--- src/rtl/mp_add_pkg.sv ---
// Shared types and widths for the sequential multi-precision adder.
// The zero field exists only when MP_ADD_ZERO_EN is defined.
package mp_add_pkg;

    localparam int unsigned WORD_W    = 16;
    localparam int unsigned MAX_WORDS = 16;
    localparam int unsigned CNT_W     = $clog2(MAX_WORDS);

    typedef enum logic {
        IDLE = 1'b0,
        RUN  = 1'b1
    } state_e;

    typedef struct packed {
        logic [WORD_W-1:0] sum;
        logic              last;
        logic              cout;
        logic              ovf;
`ifdef MP_ADD_ZERO_EN
        logic              zero;
`endif
    } out_entry_t;

endpackage

--- src/rtl/mp_add_slice.sv ---
// Combinational word adder: {cout, sum} = a + b + cin.
module mp_add_slice
    import mp_add_pkg::*;
(
    input  logic [WORD_W-1:0] a_i,
    input  logic [WORD_W-1:0] b_i,
    input  logic              cin_i,
    output logic [WORD_W-1:0] sum_c_o,
    output logic              cout_c_o
);

    assign {cout_c_o, sum_c_o} = (WORD_W+1)'(a_i) + (WORD_W+1)'(b_i) + (WORD_W+1)'(cin_i);

endmodule

--- src/rtl/mp_add_seq.sv ---
// Word-serial multi-precision adder, LS word first, with carry chained across beats.
// Define MP_ADD_ZERO_EN to add the out_zero result flag.
module mp_add_seq
    import mp_add_pkg::*;
#(
    parameter int unsigned WORDS = 4
) (
    input  logic              clk,
    input  logic              rst_n,
    input  logic              in_valid,
    output logic              in_ready,
    input  logic [WORD_W-1:0] in_a,
    input  logic [WORD_W-1:0] in_b,
    input  logic              cin,
    input  logic              in_abort,
    output logic              out_valid,
    input  logic              out_ready,
    output logic [WORD_W-1:0] out_sum,
    output logic              out_last,
    output logic              out_cout,
    output logic              out_ovf
`ifdef MP_ADD_ZERO_EN
    ,
    output logic              out_zero
`endif
);

    localparam logic [CNT_W-1:0] LAST_IDX = CNT_W'(WORDS - 1);

    state_e            state_q, state_d;
    logic [CNT_W-1:0]  cnt_q, cnt_d;
    logic              carry_q, carry_d;
    logic              valid_q, valid_d;
    out_entry_t        buf_q, buf_d;
`ifdef MP_ADD_ZERO_EN
    logic              zflag_q, zflag_d;
`endif

    logic              accept_c;
    logic              is_last_c;
    logic              add_cin_c;
    logic [WORD_W-1:0] add_sum_c;
    logic              add_cout_c;

    mp_add_slice u_slice (
        .a_i      (in_a),
        .b_i      (in_b),
        .cin_i    (add_cin_c),
        .sum_c_o  (add_sum_c),
        .cout_c_o (add_cout_c)
    );

    assign accept_c  = in_valid && in_ready;
    assign is_last_c = (cnt_q == LAST_IDX);

    // State register
    always_ff @(posedge clk or negedge rst_n) begin
        if (!rst_n) begin
            state_q <= IDLE;
        end else begin
            state_q <= state_d;
        end
    end

    // Next-state logic
    always_comb begin
        state_d = state_q;
        if (in_abort) begin
            state_d = IDLE;
        end else if (accept_c) begin
            state_d = is_last_c ? IDLE : RUN;
        end
    end

    // State-dependent outputs: handshake and adder carry-in select
    always_comb begin
        in_ready  = !in_abort && (!valid_q || out_ready);
        add_cin_c = (state_q == IDLE) ? cin : carry_q;
    end

    // Datapath next values; a new word may replace one draining this cycle
    always_comb begin
        cnt_d   = cnt_q;
        carry_d = carry_q;
        valid_d = valid_q;
        buf_d   = buf_q;
`ifdef MP_ADD_ZERO_EN
        zflag_d = zflag_q;
`endif
        if (out_ready) begin
            valid_d = 1'b0;
        end
        if (in_abort) begin
            cnt_d   = '0;
            carry_d = 1'b0;
`ifdef MP_ADD_ZERO_EN
            zflag_d = 1'b1;
`endif
        end else if (accept_c) begin
            valid_d    = 1'b1;
            buf_d.sum  = add_sum_c;
            buf_d.last = is_last_c;
            if (is_last_c) begin
                cnt_d      = '0;
                carry_d    = 1'b0;
                buf_d.cout = add_cout_c;
                buf_d.ovf  = (in_a[WORD_W-1] == in_b[WORD_W-1]) &&
                             (add_sum_c[WORD_W-1] != in_a[WORD_W-1]);
`ifdef MP_ADD_ZERO_EN
                buf_d.zero = zflag_q && (add_sum_c == '0) && !add_cout_c;
                zflag_d    = 1'b1;
`endif
            end else begin
                cnt_d   = cnt_q + CNT_W'(1);
                carry_d = add_cout_c;
`ifdef MP_ADD_ZERO_EN
                if (add_sum_c != '0) begin
                    zflag_d = 1'b0;
                end
`endif
            end
        end
    end

    // Datapath registers
    always_ff @(posedge clk or negedge rst_n) begin
        if (!rst_n) begin
            cnt_q   <= '0;
            carry_q <= 1'b0;
            valid_q <= 1'b0;
            buf_q   <= '0;
`ifdef MP_ADD_ZERO_EN
            zflag_q <= 1'b1;
`endif
        end else begin
            cnt_q   <= cnt_d;
            carry_q <= carry_d;
            valid_q <= valid_d;
            buf_q   <= buf_d;
`ifdef MP_ADD_ZERO_EN
            zflag_q <= zflag_d;
`endif
        end
    end

    assign out_valid = valid_q;
    assign out_sum   = buf_q.sum;
    assign out_last  = buf_q.last;
    assign out_cout  = buf_q.cout;
    assign out_ovf   = buf_q.ovf;
`ifdef MP_ADD_ZERO_EN
    assign out_zero  = buf_q.zero;
`endif

endmodule
--- config.mk ---
export PLATFORM = sky130hd
export DESIGN_NAME = mp_add_seq
export DESIGN_NICKNAME = d
export VERILOG_FILES = /design/src/rtl/mp_add_pkg.sv /design/src/rtl/mp_add_slice.sv /design/src/rtl/mp_add_seq.sv
export SDC_FILE = /design/constraint.sdc
export NUM_CORES = 1
export LEC_CHECK = 0
export CAP_MARGIN = 20
export CORE_ASPECT_RATIO = 2
export CORE_MARGIN = 3
export CORE_UTILIZATION = 46
export DETAILED_ROUTE_END_ITERATION = 8
export GPL_TIMING_DRIVEN = 0
export PLACE_DENSITY = 0.78
export SLEW_MARGIN = 20
export SYNTH_ARGS = -nofsm -noshare
export SYNTH_HDL_FRONTEND = slang
export SYNTH_SLANG_ARGS = --single-unit
--- constraint.sdc ---
create_clock -name clk -period 3.73 [get_ports clk]
set_clock_uncertainty 0.1 [all_clocks]
set_input_delay 0.746 -clock clk [delete_from_list [all_inputs] [get_ports clk]]
set_output_delay 0.746 -clock clk [all_outputs]
set_load 0.005 [all_outputs]
==> metrics.yaml, run 1 <==
status:
  run_status: "finished, final reports clean"
floorplan:
  floorplan.rows: 32
  initial_core_util_pct: 47.9
  die_area_mm2: 0.00485
  core_area_mm2: 0.00384
  floorplan.die.height_um: 95.5
  count_of_pins_on_the_block_boundary: 59
  die_width_um: 50.8
worst_hold_path:
  hold_path.class: "input pin to async pin"
finish:
  num_antenna_cells: 0
  layout-drive-gt1-share_pct: 6.99
  nets: 330
  syn2layout_area_growth_pct: 36.4
clocking:
  tritoncts_clock_tree: "done"
  cells_resized_by_post_cts_repair: 0
  postCtsSetupRepairBufs: 0
  cts.sink_count: 26
  cts_max_level: 1
  cts_buffers: 3
  cts_hold_buf: 0
  clk_buf_depth: 2
  clkSlewWorstSetupHoldPaths_ps: 80
  cts-root-buf: "sky130_fd_sc_hd__clkbuf_8"
  insertion_delay_ps: 260
sta:
  timing_max_transition_violations_final: 0
  fmaxAchievable_mhz: 294
  final.setup.tns_ps: 0
  hold_viol_final: 0
  slew_headroom_pct: 61.7
  setup_violations: 0
  rsz_0062_raised_after_global_routing: "false"
  final.period_utilization_pct: 91.2
  worstMarginPinSlew_ps: 572
  timing.final.ws_setup_ps: 328
  layout_min_cycle_time_ps: 3400
logic_synthesis:
  synthTopCellsByArea: "sky130_fd_sc_hd__dfrtp_1 (35%), sky130_fd_sc_hd__ha_1 (11%), sky130_fd_sc_hd__nand2_1 (7.7%), sky130_fd_sc_hd__o21ai_0 (4.6%), sky130_fd_sc_hd__a21oi_1 (4.3%)"
  synth-seq-cells: 26
  synthMostInstantiatedCell: "sky130_fd_sc_hd__nand2_1"
  netlist_top_cells_count: "sky130_fd_sc_hd__nand2_1 (38), sky130_fd_sc_hd__dfrtp_1 (26), sky130_fd_sc_hd__o21ai_0 (17)"
  synth.distinct_cells: 49
  async_flop_share_pct: 100
  synth_cells: 212
  postSynth.topFlopCell: "sky130_fd_sc_hd__dfrtp_1"
  post-synth-top-area-cell: "sky130_fd_sc_hd__dfrtp_1"
  synth-seq-area-share_pct: 35.3
  netlist.area_leader.share_pct: 35.3
  synth-warning-count: 0
  synth_nets: 268
  syn_area_mm2: 0.00184
  synthesis.area_per_instance_um2: 8.69
  synth_edf_count: 0
detailed_routing:
  drt_first_iter_violations: 39
  drt-pass1-iter-count: 6
  via_per_inst: 5.44
  num_vias: 1756
  remaining_drc_errors: 0
  drt-total-wl_mm: 4.34
  wl_per_cell_um: 13.4
  ant_nets: 0
global_routing:
  highest_utilization_routing_layer_at_the_global_route_stage: "met2"
  global_route.usage.met2_pct: 37.6
  globalRouteOverflowTotal: 0
  grt_use_met3_pct: 1.56
  grt_antenna_before_repair: 0
  first_global_vias: 1682
  use_met1_pct: 19.1
  pin_count_of_the_biggest_net_entering_global_routing: 27
  grt_pass1_wl_mm: 7.00
  global_route.usage.total_pct: 18.8
worst_setup_path:
  cp.arrival_ps: 3450
  criticalPathCategory: "input pin to flip-flop"
  critical_path.max_fanout: 5
  cp-end-kind: "flip-flop"
  kind_of_launch_point_of_the_worst_setup_path: "input pin"
  worst-endpoint-required_ps: 3780
placement:
  detailedPlace.worstSlack_ps: 101
  numPortBuffers: 57
  gpl.final_weighted_congestion: 0.836
  place_hpwl_mm: 3.65
flow_run:
  drv.max_cap_violation_count: 0
power_and_ir_drop:
  cellPowerDensity_mw_per_mm2: 344
  p_leak_nw: 1.08
  max-vdd-ir-drop_mv: 0.226
## where the power goes
group / internal [mW] / total [mW] / switching [mW] / leakage, nW
Combinational: 0.196 / 0.350 / 0.154 / 0.729
Clock: 0.0722 / 0.154 / 0.0815 / 0.0216
Sequential: 0.331 / 0.360 / 0.0293 / 0.332
Total: 0.599 / 0.864 / 0.265 / 1.08
## path summary, 6_finish.rpt
check                                               end  cells after the start  slack (ps)              startpoint
max in group asynchronous          cnt_q[2]$_DFFE_PN0P_                      1        2790                   rst_n
worst max register to register  out_sum[14]$_DFFE_PN0P_                     10         780     state_q$_DFFE_PN0P_
worst min-delay path                out_ovf$_DFFE_PN0P_                      1         360                   rst_n
worst min register to register   out_sum[3]$_DFFE_PN0P_                      2         380  out_sum[3]$_DFFE_PN0P_
min in group clk                 out_sum[3]$_DFFE_PN0P_                      2         380  out_sum[3]$_DFFE_PN0P_
worst max-delay path            out_sum[14]$_DFFE_PN0P_                     11         330                     cin
## sequential cells by signal, indices dropped and copies added, names as in the netlist
name       flops
state_q        1
out_valid      1
out_sum       16
carry_q        1
cnt_q          4
out_last       1
out_cout       1
out_ovf        1
## layout by cell type (no fill, tap or decap), types with 4 or more instances in the layout
cell,synthesis,routed
sky130_fd_sc_hd__nand2_1,38,38
sky130_fd_sc_hd__o21ai_0,17,17
sky130_fd_sc_hd__nor3_1,7,7
sky130_fd_sc_hd__a21oi_1,16,16
sky130_fd_sc_hd__ha_1,16,16
sky130_fd_sc_hd__nor2_1,11,11
sky130_fd_sc_hd__xor2_1,4,4
sky130_fd_sc_hd__xnor2_1,7,7
sky130_fd_sc_hd__nand2b_1,4,4
sky130_fd_sc_hd__inv_1,7,7
sky130_fd_sc_hd__clkdlybuf4s50_1,0,56
sky130_fd_sc_hd__nand3_1,5,5
sky130_fd_sc_hd__buf_2,3,4
sky130_fd_sc_hd__dfrtp_1,26,26
sky130_fd_sc_hd__clkbuf_1,4,4
## worst max-delay path: stages
cell	delay, ps
sky130_fd_sc_hd__clkdlybuf4s50_1	400
sky130_fd_sc_hd__mux2_2	280
sky130_fd_sc_hd__fa_1	420
sky130_fd_sc_hd__inv_1	90
sky130_fd_sc_hd__fa_1	200
sky130_fd_sc_hd__nor2b_1	70
sky130_fd_sc_hd__o21ba_2	200
sky130_fd_sc_hd__nor3_1	270
sky130_fd_sc_hd__o21ai_1	210
sky130_fd_sc_hd__and3_1	190
sky130_fd_sc_hd__or3_1	370
## per-stage QoR
stage | total power, mW | instance area, um2 | instances | hold slack, ps | util, %
global route | 0.923 | 2510 | 323 | 403 | 65.4
finish | 0.864 | 2510 | 323 | 362 | 65.4
floorplan | 0.536 | 1840 | 212 | 350 | -
CTS | 0.872 | 2510 | 323 | 384 | 65.4
global placement | 0.711 | 2480 | 320 | 362 | 64.5
detailed placement | 0.719 | 2470 | 320 | 363 | 64.3
## metal layers
layer	wire length [um]	part of all wire [%]	vias up
met5	0	0	-
met4	109	2.5	0
met3	143	3.3	8
met2	2450	57	46
met1	1630	38	827
li1	-	-	875
## cells by family (layout without fill, tap and decap cells)
family	count (synthesis)	after routing	synth area share (%)
muxes	1	1	0.611
xor gates and xnor gates	11	11	5.23
and+or+nand+nor	85	85	22.1
DFF	26	26	35.3
AOI/OAI and AO/OA	57	57	20.6
buffers and inverters	14	74	3.05
adders and majority gates	18	18	13.0
## cell type report
type,count,area (um2)
timing repair buffer,57,566
buffer,7,30.0
fill,375,1330
inverter,7,26.3
tap,51,63.8
multi-input combinational,172,1140
sequential,26,651
clock buffer,3,41.3
Power figures use the tool's default switching activity.
==> run 2, diff against run 1 <==
--- a/config.mk
+++ b/config.mk
@@ -5,7 +5,6 @@
 export SDC_FILE = /design/constraint.sdc
 export NUM_CORES = 1
 export LEC_CHECK = 0
-export CAP_MARGIN = 20
 export CORE_ASPECT_RATIO = 2
 export CORE_MARGIN = 3
 export CORE_UTILIZATION = 46
@@ -16,3 +15,4 @@
 export SYNTH_ARGS = -nofsm -noshare
 export SYNTH_HDL_FRONTEND = slang
 export SYNTH_SLANG_ARGS = --single-unit
+export TNS_END_PERCENT = 20
==> results of run 2 <==
Final layout, timing and power as in run 1 (identical DEF).
==> run 3, diff against run 2 <==
==> constraint.sdc (replaced) <==
create_clock -name clk -period 3.73 [get_ports clk]
set_clock_uncertainty 0.1 [all_clocks]
set_input_delay 0.5595 -clock clk [delete_from_list [all_inputs] [get_ports clk]]
set_output_delay 0.5595 -clock clk [all_outputs]
set_load 0.005 [all_outputs]
==> results of run 3 <==
The final DEF is identical to that of run 1. Status: finished, final reports clean.
Main changes from that run: setup slack after placement 101 ps -> 288 ps; setup slack after layout 328 ps -> 515 ps; hold slack 362 ps -> 176 ps
